==> config.mk <==
export PLATFORM = sky130hd
export DESIGN_NAME = match_controller
export DESIGN_NICKNAME = d
export VERILOG_FILES = /design/src/rtl/match_controller.sv
export SDC_FILE = /design/constraint.sdc
export NUM_CORES = 1
export LEC_CHECK = 0
export ABC_AREA = 1
export BUFFER_PORTS_ARGS = -buffer_cell sky130_fd_sc_hd__buf_2
export CORE_UTILIZATION = 55
export CTS_CLUSTER_SIZE = 10
export DETAILED_ROUTE_END_ITERATION = 8
export PLACE_DENSITY = 0.82
export SETUP_SLACK_MARGIN = 0.5
export SYNTH_ARGS = -nofsm -noshare
export SYNTH_HDL_FRONTEND = slang
export SYNTH_SLANG_ARGS = --single-unit
==> constraint.sdc <==
create_clock -name clk_fpga -period 3.3 [get_ports clk_fpga]
set_clock_uncertainty 0.1 [all_clocks]
set_input_delay 0 -clock clk_fpga [delete_from_list [all_inputs] [get_ports clk_fpga]]
set_output_delay 0 -clock clk_fpga [all_outputs]
set_load 0.1 [all_outputs]
==> src/rtl/match_controller.sv <==
// match_controller: two-innings T20 scoring state machine.
// Each ball_valid pulse is one scored delivery. The block tracks runs,
// wickets, overs and balls, moves through the innings, and declares the
// result. All registered state updates one cycle after the input pulse.
// Optional feature macro: FREE_HIT_EN. When it is defined, the delivery
// after a wide/no-ball is a free hit. When it is undefined, free_hit is
// held at 0 and every wicket counts.
module match_controller #(
    parameter int OVERS          = 20,
    parameter int BALLS_PER_OVER = 6,
    parameter int MAX_WICKETS    = 10,
    parameter int SCORE_W        = 9
) (
    input  logic               clk_fpga,
    input  logic               rst_n,
    input  logic               start,
    input  logic               ball_valid,
    input  logic [2:0]         ball_runs,
    input  logic               ball_wicket,
    input  logic               ball_extra,
    output logic [1:0]         innings,
    output logic [SCORE_W-1:0] score1,
    output logic [SCORE_W-1:0] score2,
    output logic [3:0]         wickets,
    output logic [4:0]         overs,
    output logic [2:0]         balls,
    output logic               game_over,
    output logic [1:0]         winner,
    output logic               free_hit
);

    typedef enum logic [2:0] {
        S_IDLE,
        S_INN1,
        S_BREAK,
        S_INN2,
        S_DONE
    } state_t;

    state_t             state_reg, state_next;
    logic [SCORE_W-1:0] score1_reg, score1_next;
    logic [SCORE_W-1:0] score2_reg, score2_next;
    logic [3:0]         wickets_reg, wickets_next;
    logic [4:0]         overs_reg, overs_next;
    logic [2:0]         balls_reg, balls_next;
    logic [1:0]         winner_reg, winner_next;
    logic               free_hit_reg, free_hit_next;

    logic [2:0]         runs_eff;
    logic [3:0]         ball_total;
    logic               wicket_counts;
    logic               innings_end;

    // A 7 on the runs bus is clamped to 6; an extra adds one penalty run.
    assign runs_eff   = (ball_runs == 3'd7) ? 3'd6 : ball_runs;
    assign ball_total = {1'b0, runs_eff} + {3'b000, ball_extra};

`ifdef FREE_HIT_EN
    // On a free hit, a wicket on a legal ball does not count. A wicket on
    // another extra still counts.
    assign wicket_counts = ball_wicket && !(free_hit_reg && !ball_extra);
`else
    assign wicket_counts = ball_wicket;
`endif

    // Add runs to a score and stop at all-ones instead of wrapping.
    function automatic logic [SCORE_W-1:0] sat_add(input logic [SCORE_W-1:0] s,
                                                   input logic [3:0] a);
        logic [SCORE_W:0] sum;
        sum = {1'b0, s} + {{(SCORE_W-3){1'b0}}, a};
        return sum[SCORE_W] ? {SCORE_W{1'b1}} : sum[SCORE_W-1:0];
    endfunction

    // Next-state and next-counter logic. The end of an innings is judged
    // on the post-ball counter values, so the last ball and the state
    // change land on the same clock edge.
    always_comb begin
        state_next    = state_reg;
        score1_next   = score1_reg;
        score2_next   = score2_reg;
        wickets_next  = wickets_reg;
        overs_next    = overs_reg;
        balls_next    = balls_reg;
        winner_next   = winner_reg;
        free_hit_next = free_hit_reg;
        innings_end   = 1'b0;

        case (state_reg)
            S_IDLE, S_DONE: begin
                if (start) begin
                    state_next    = S_INN1;
                    score1_next   = '0;
                    score2_next   = '0;
                    wickets_next  = '0;
                    overs_next    = '0;
                    balls_next    = '0;
                    winner_next   = 2'b00;
                    free_hit_next = 1'b0;
                end
            end

            S_INN1, S_INN2: begin
                if (ball_valid) begin
                    if (state_reg == S_INN1) begin
                        score1_next = sat_add(score1_reg, ball_total);
                    end else begin
                        score2_next = sat_add(score2_reg, ball_total);
                    end

                    if (!ball_extra) begin
                        if (balls_reg == 3'(BALLS_PER_OVER - 1)) begin
                            balls_next = '0;
                            overs_next = overs_reg + 5'd1;
                        end else begin
                            balls_next = balls_reg + 3'd1;
                        end
                    end

                    if (wicket_counts) begin
                        wickets_next = wickets_reg + 4'd1;
                    end

`ifdef FREE_HIT_EN
                    // An extra arms the free hit. A legal ball uses it up.
                    free_hit_next = ball_extra;
`else
                    free_hit_next = 1'b0;
`endif

                    innings_end = (wickets_next == 4'(MAX_WICKETS)) ||
                                  (overs_next == 5'(OVERS)) ||
                                  ((state_reg == S_INN2) && (score2_next > score1_reg));

                    if (innings_end) begin
                        free_hit_next = 1'b0;
                        if (state_reg == S_INN1) begin
                            state_next = S_BREAK;
                        end else begin
                            state_next = S_DONE;
                            if (score2_next > score1_reg) begin
                                winner_next = 2'b10;
                            end else if (score1_reg > score2_next) begin
                                winner_next = 2'b01;
                            end else begin
                                winner_next = 2'b11;
                            end
                        end
                    end
                end
            end

            // The first-innings figures stay on the display through the
            // break. They are cleared when the chase begins.
            S_BREAK: begin
                if (start) begin
                    state_next    = S_INN2;
                    wickets_next  = '0;
                    overs_next    = '0;
                    balls_next    = '0;
                    free_hit_next = 1'b0;
                end
            end

            default: begin
                state_next = S_IDLE;
            end
        endcase
    end

    // State and counter registers. Reset aborts a match immediately.
    always_ff @(posedge clk_fpga or negedge rst_n) begin
        if (!rst_n) begin
            state_reg    <= S_IDLE;
            score1_reg   <= '0;
            score2_reg   <= '0;
            wickets_reg  <= '0;
            overs_reg    <= '0;
            balls_reg    <= '0;
            winner_reg   <= 2'b00;
            free_hit_reg <= 1'b0;
        end else begin
            state_reg    <= state_next;
            score1_reg   <= score1_next;
            score2_reg   <= score2_next;
            wickets_reg  <= wickets_next;
            overs_reg    <= overs_next;
            balls_reg    <= balls_next;
            winner_reg   <= winner_next;
            free_hit_reg <= free_hit_next;
        end
    end

    // Innings code for the display. The break still reports innings 1,
    // because the second innings has not started yet.
    always_comb begin
        case (state_reg)
            S_INN1, S_BREAK: innings = 2'd1;
            S_INN2:          innings = 2'd2;
            S_DONE:          innings = 2'd3;
            default:         innings = 2'd0;
        endcase
    end

    assign score1    = score1_reg;
    assign score2    = score2_reg;
    assign wickets   = wickets_reg;
    assign overs     = overs_reg;
    assign balls     = balls_reg;
    assign game_over = (state_reg == S_DONE);
    assign winner    = winner_reg;
    assign free_hit  = free_hit_reg;

endmodule

==> results.json <==
{
  "routabilityCongestion": 0.920,
  "vias_per_cell": 5.59,
  "cts_buffers": 5,
  "num_vias": 2639,
  "fin_area_mm2": 0.00328,
  "tightest_slew_ns": 0.795,
  "core-area_mm2": 0.00444,
  "min_path_type": "in2reg",
  "syn-cell-area_mm2": 0.00261,
  "avgSynthCellArea_um2": 7.30,
  "cp-start-kind": "flop",
  "critPathSlowestCell": "dfrtp_4",
  "die_w_um": 70.9,
  "drt_first_pass_iters": 7,
  "setup_tns_ns": 0,
  "whs_ns": 0.0119,
  "overflow": 0,
  "final_antenna_net_count": 0,
  "ys_seq_elements": 35,
  "period_share_pct": 90.2,
  "setup_violations": 0,
  "violations": "DRC",
  "max_stage_delay_ns": 0.44,
  "layout-drive-gt1-share_pct": 28.6,
  "maxCapViolCount": 0,
  "cts_root_buf": "clkbuf_8",
  "syn2layout_area_growth_pct": 25.8,
  "fin_nets": 451,
  "cp.required_ns": 3.42,
  "syn_nets": 389,
  "htreeDepth": 2,
  "post_drt_wl_per_cell_um": 13.6,
  "cts.sinks": 35,
  "critical_path.cell_chain": "ha_4 > inv_4 > fa_2 > nand3b_1 > nand2_1 > nand2_2 > nor2_4 > inv_2 > o21ai_4 > a21oi_4 > ha_4 > nand2_4 > o21a_1 > nand4_1 > nand3_4 > nand2_4 > nand2_1 > nand2_1",
  "cts_tree": "done",
  "synth_common_cells": "90 x nand2_1, 47 x inv_1, 35 x dfrtp_1",
  "n_antenna_cell": 0,
  "grt_pass1_vias": 2483,
  "path_buf_inv": 2,
  "yosysTopAreaCell": "dfrtp_1",
  "cp.arrival_ns": 3.10,
  "drt_iter0_markers": 195,
  "yosys.cell_count.top_type": "nand2_1",
  "ios": 45,
  "path_clk_slew_ns": 0.07,
  "dieHeight_um": 70.9,
  "final_hold_viol_count": 0,
  "period_needed_ns": 2.98,
  "routed_wl_mm": 6.41,
  "status": "finished, violations left",
  "cp-end-kind": "flop",
  "cts_max_path_buffers": 2,
  "critPathMostFrequentCell": "nand2_1",
  "synth_top_area_share_pct": 33.6,
  "grt_pass1_wl_mm": 10.8,
  "multiInputGateArea_mm2": 0.00169,
  "clk_latency_ns": 0.29,
  "antenna_found_initial": 0,
  "path_class": "reg2reg",
  "synth_edf_count": 0,
  "slew_headroom_pct": 47.0,
  "fillers": 338,
  "rsz0062_at_grt": "yes",
  "rows": 24,
  "yosysSeqAreaShare_pct": 33.6,
  "synth_async_sr_flop_share_pct": 100,
  "dpl_cell_area_mm2": 0.00291,
  "hpwl_mm": 4.69,
  "track_usage_pct": 27.1,
  "synth_cell_types": 39,
  "synth.area.top_cells": "dfrtp_1 34%, nand2_1 13%, ha_1 10%",
  "synth_ff_type": "dfrtp_1",
  "slew_violations": 0,
  "die-area_mm2": 0.00502,
  "cp_top_family": "simple AND/OR/NAND/NOR gates",
  "fmax_ghz": 0.336,
  "ys_warn_count": 0,
  "ff_latch_area_um2": 886,
  "drc": 4,
  "port_buffers": 43,
  "crit_fanout": 7,
  "grt_max_degree": 36,
  "initial_utilization_pct": 58.7,
  "syn_inst": 357
}
[worst paths after layout]
kind | slack (ns) | endpoint | from | cells after the start
max in group asynchronous | 2.27 | score2[0]$_DFFE_PN0P_ | rst_n | 2
worst max register to register | 0.32 | winner[1]$_DFFE_PN0P_ | score2[0]$_DFFE_PN0P_ | 18
worst max-delay path | 0.32 | winner[1]$_DFFE_PN0P_ | score2[0]$_DFFE_PN0P_ | 18
worst min register to register | 0.38 | winner[0]$_DFFE_PN0P_ | winner[0]$_DFFE_PN0P_ | 2
min in group asynchronous | 0.23 | score1[3]$_DFFE_PN0P_ | rst_n | 2
worst min-delay path | 0.01 | balls[2]$_DFFE_PN0P_ | ball_extra | 4
[cells by family (layout without fill, tap and decap cells)]
logic type      count (synthesis)  in the layout  share of synthesized area, %
other cells                     1              1                         0.144
compound gates                 72             72                          16.0
fa+ha+maj                      23             23                          11.6
flops                          35             35                          33.6
buf+inv                        59            122                          8.78
xor+xnor                        9              9                          3.02
simple gates                  158            158                          26.8
[worst min-delay path, stage by stage]
cell and delay (ns):
buf_2 0.13, a21oi_1 0.09, nand4_1 0.07, o22ai_1 0.07
[metrics by stage]
step	worst slack [ns]	cells	utilization [%]
after global placement	0.0606	449	65.5
after detailed placement	-0.0296	449	65.5
final	0.324	472	73.8
after CTS	0.351	465	70.3
after floorplan	0.278	357	-
after global routing	0.160	472	73.8
[layer usage]
metal | vias up | GRT usage [%] | routed length [um] | share of wire, %
li1 | 1310 | - | - | -
met1 | 1233 | 36.2 | 2940 | 46
met2 | 80 | 45.4 | 3050 | 48
met3 | 16 | 5.13 | 345 | 5.4
met4 | 0 | 7.11 | 82 | 1.3
met5 | - | 0 | 0 | 0
[placed cells by master (no fill, tap or decap), types with 4 or more instances in the layout]
cell type and instances:
buf_4 12, nand4_1 8, nor2_1 22, nand2_1 82, ha_1 14, a21oi_2 4, ha_4 5, nand3_1 18
xor2_1 6, dlygate4sd3_1 4, o21ai_1 10, inv_2 9, o22ai_1 10, dfrtp_1 31, inv_1 44, a21oi_1 13
nand2_2 10, o21ai_0 21, clkbuf_8 5, buf_2 43
[area by class of cell]
type | count | share of cell area [%]
clock buffer | 6 | 2.21
timing repair buffer | 59 | 10.5
inverter | 55 | 6.45
clock inverter | 2 | 0.382
multi-input combinational | 263 | 51.4
tap | 52 | 1.98
sequential | 35 | 27.0
[what timing repair did]
action,4_1_cts,5_1_grt
setup endpoints to repair,5,5
gates resized for setup,12,22
pin swaps,12,15
hold endpoints to repair,37,0
setup buffers,4,7
hold buffers,4,0
Power is left out: the tool's default activity adds up to more than one toggle a clock period on the data nets, which glitch-free logic cannot reach.
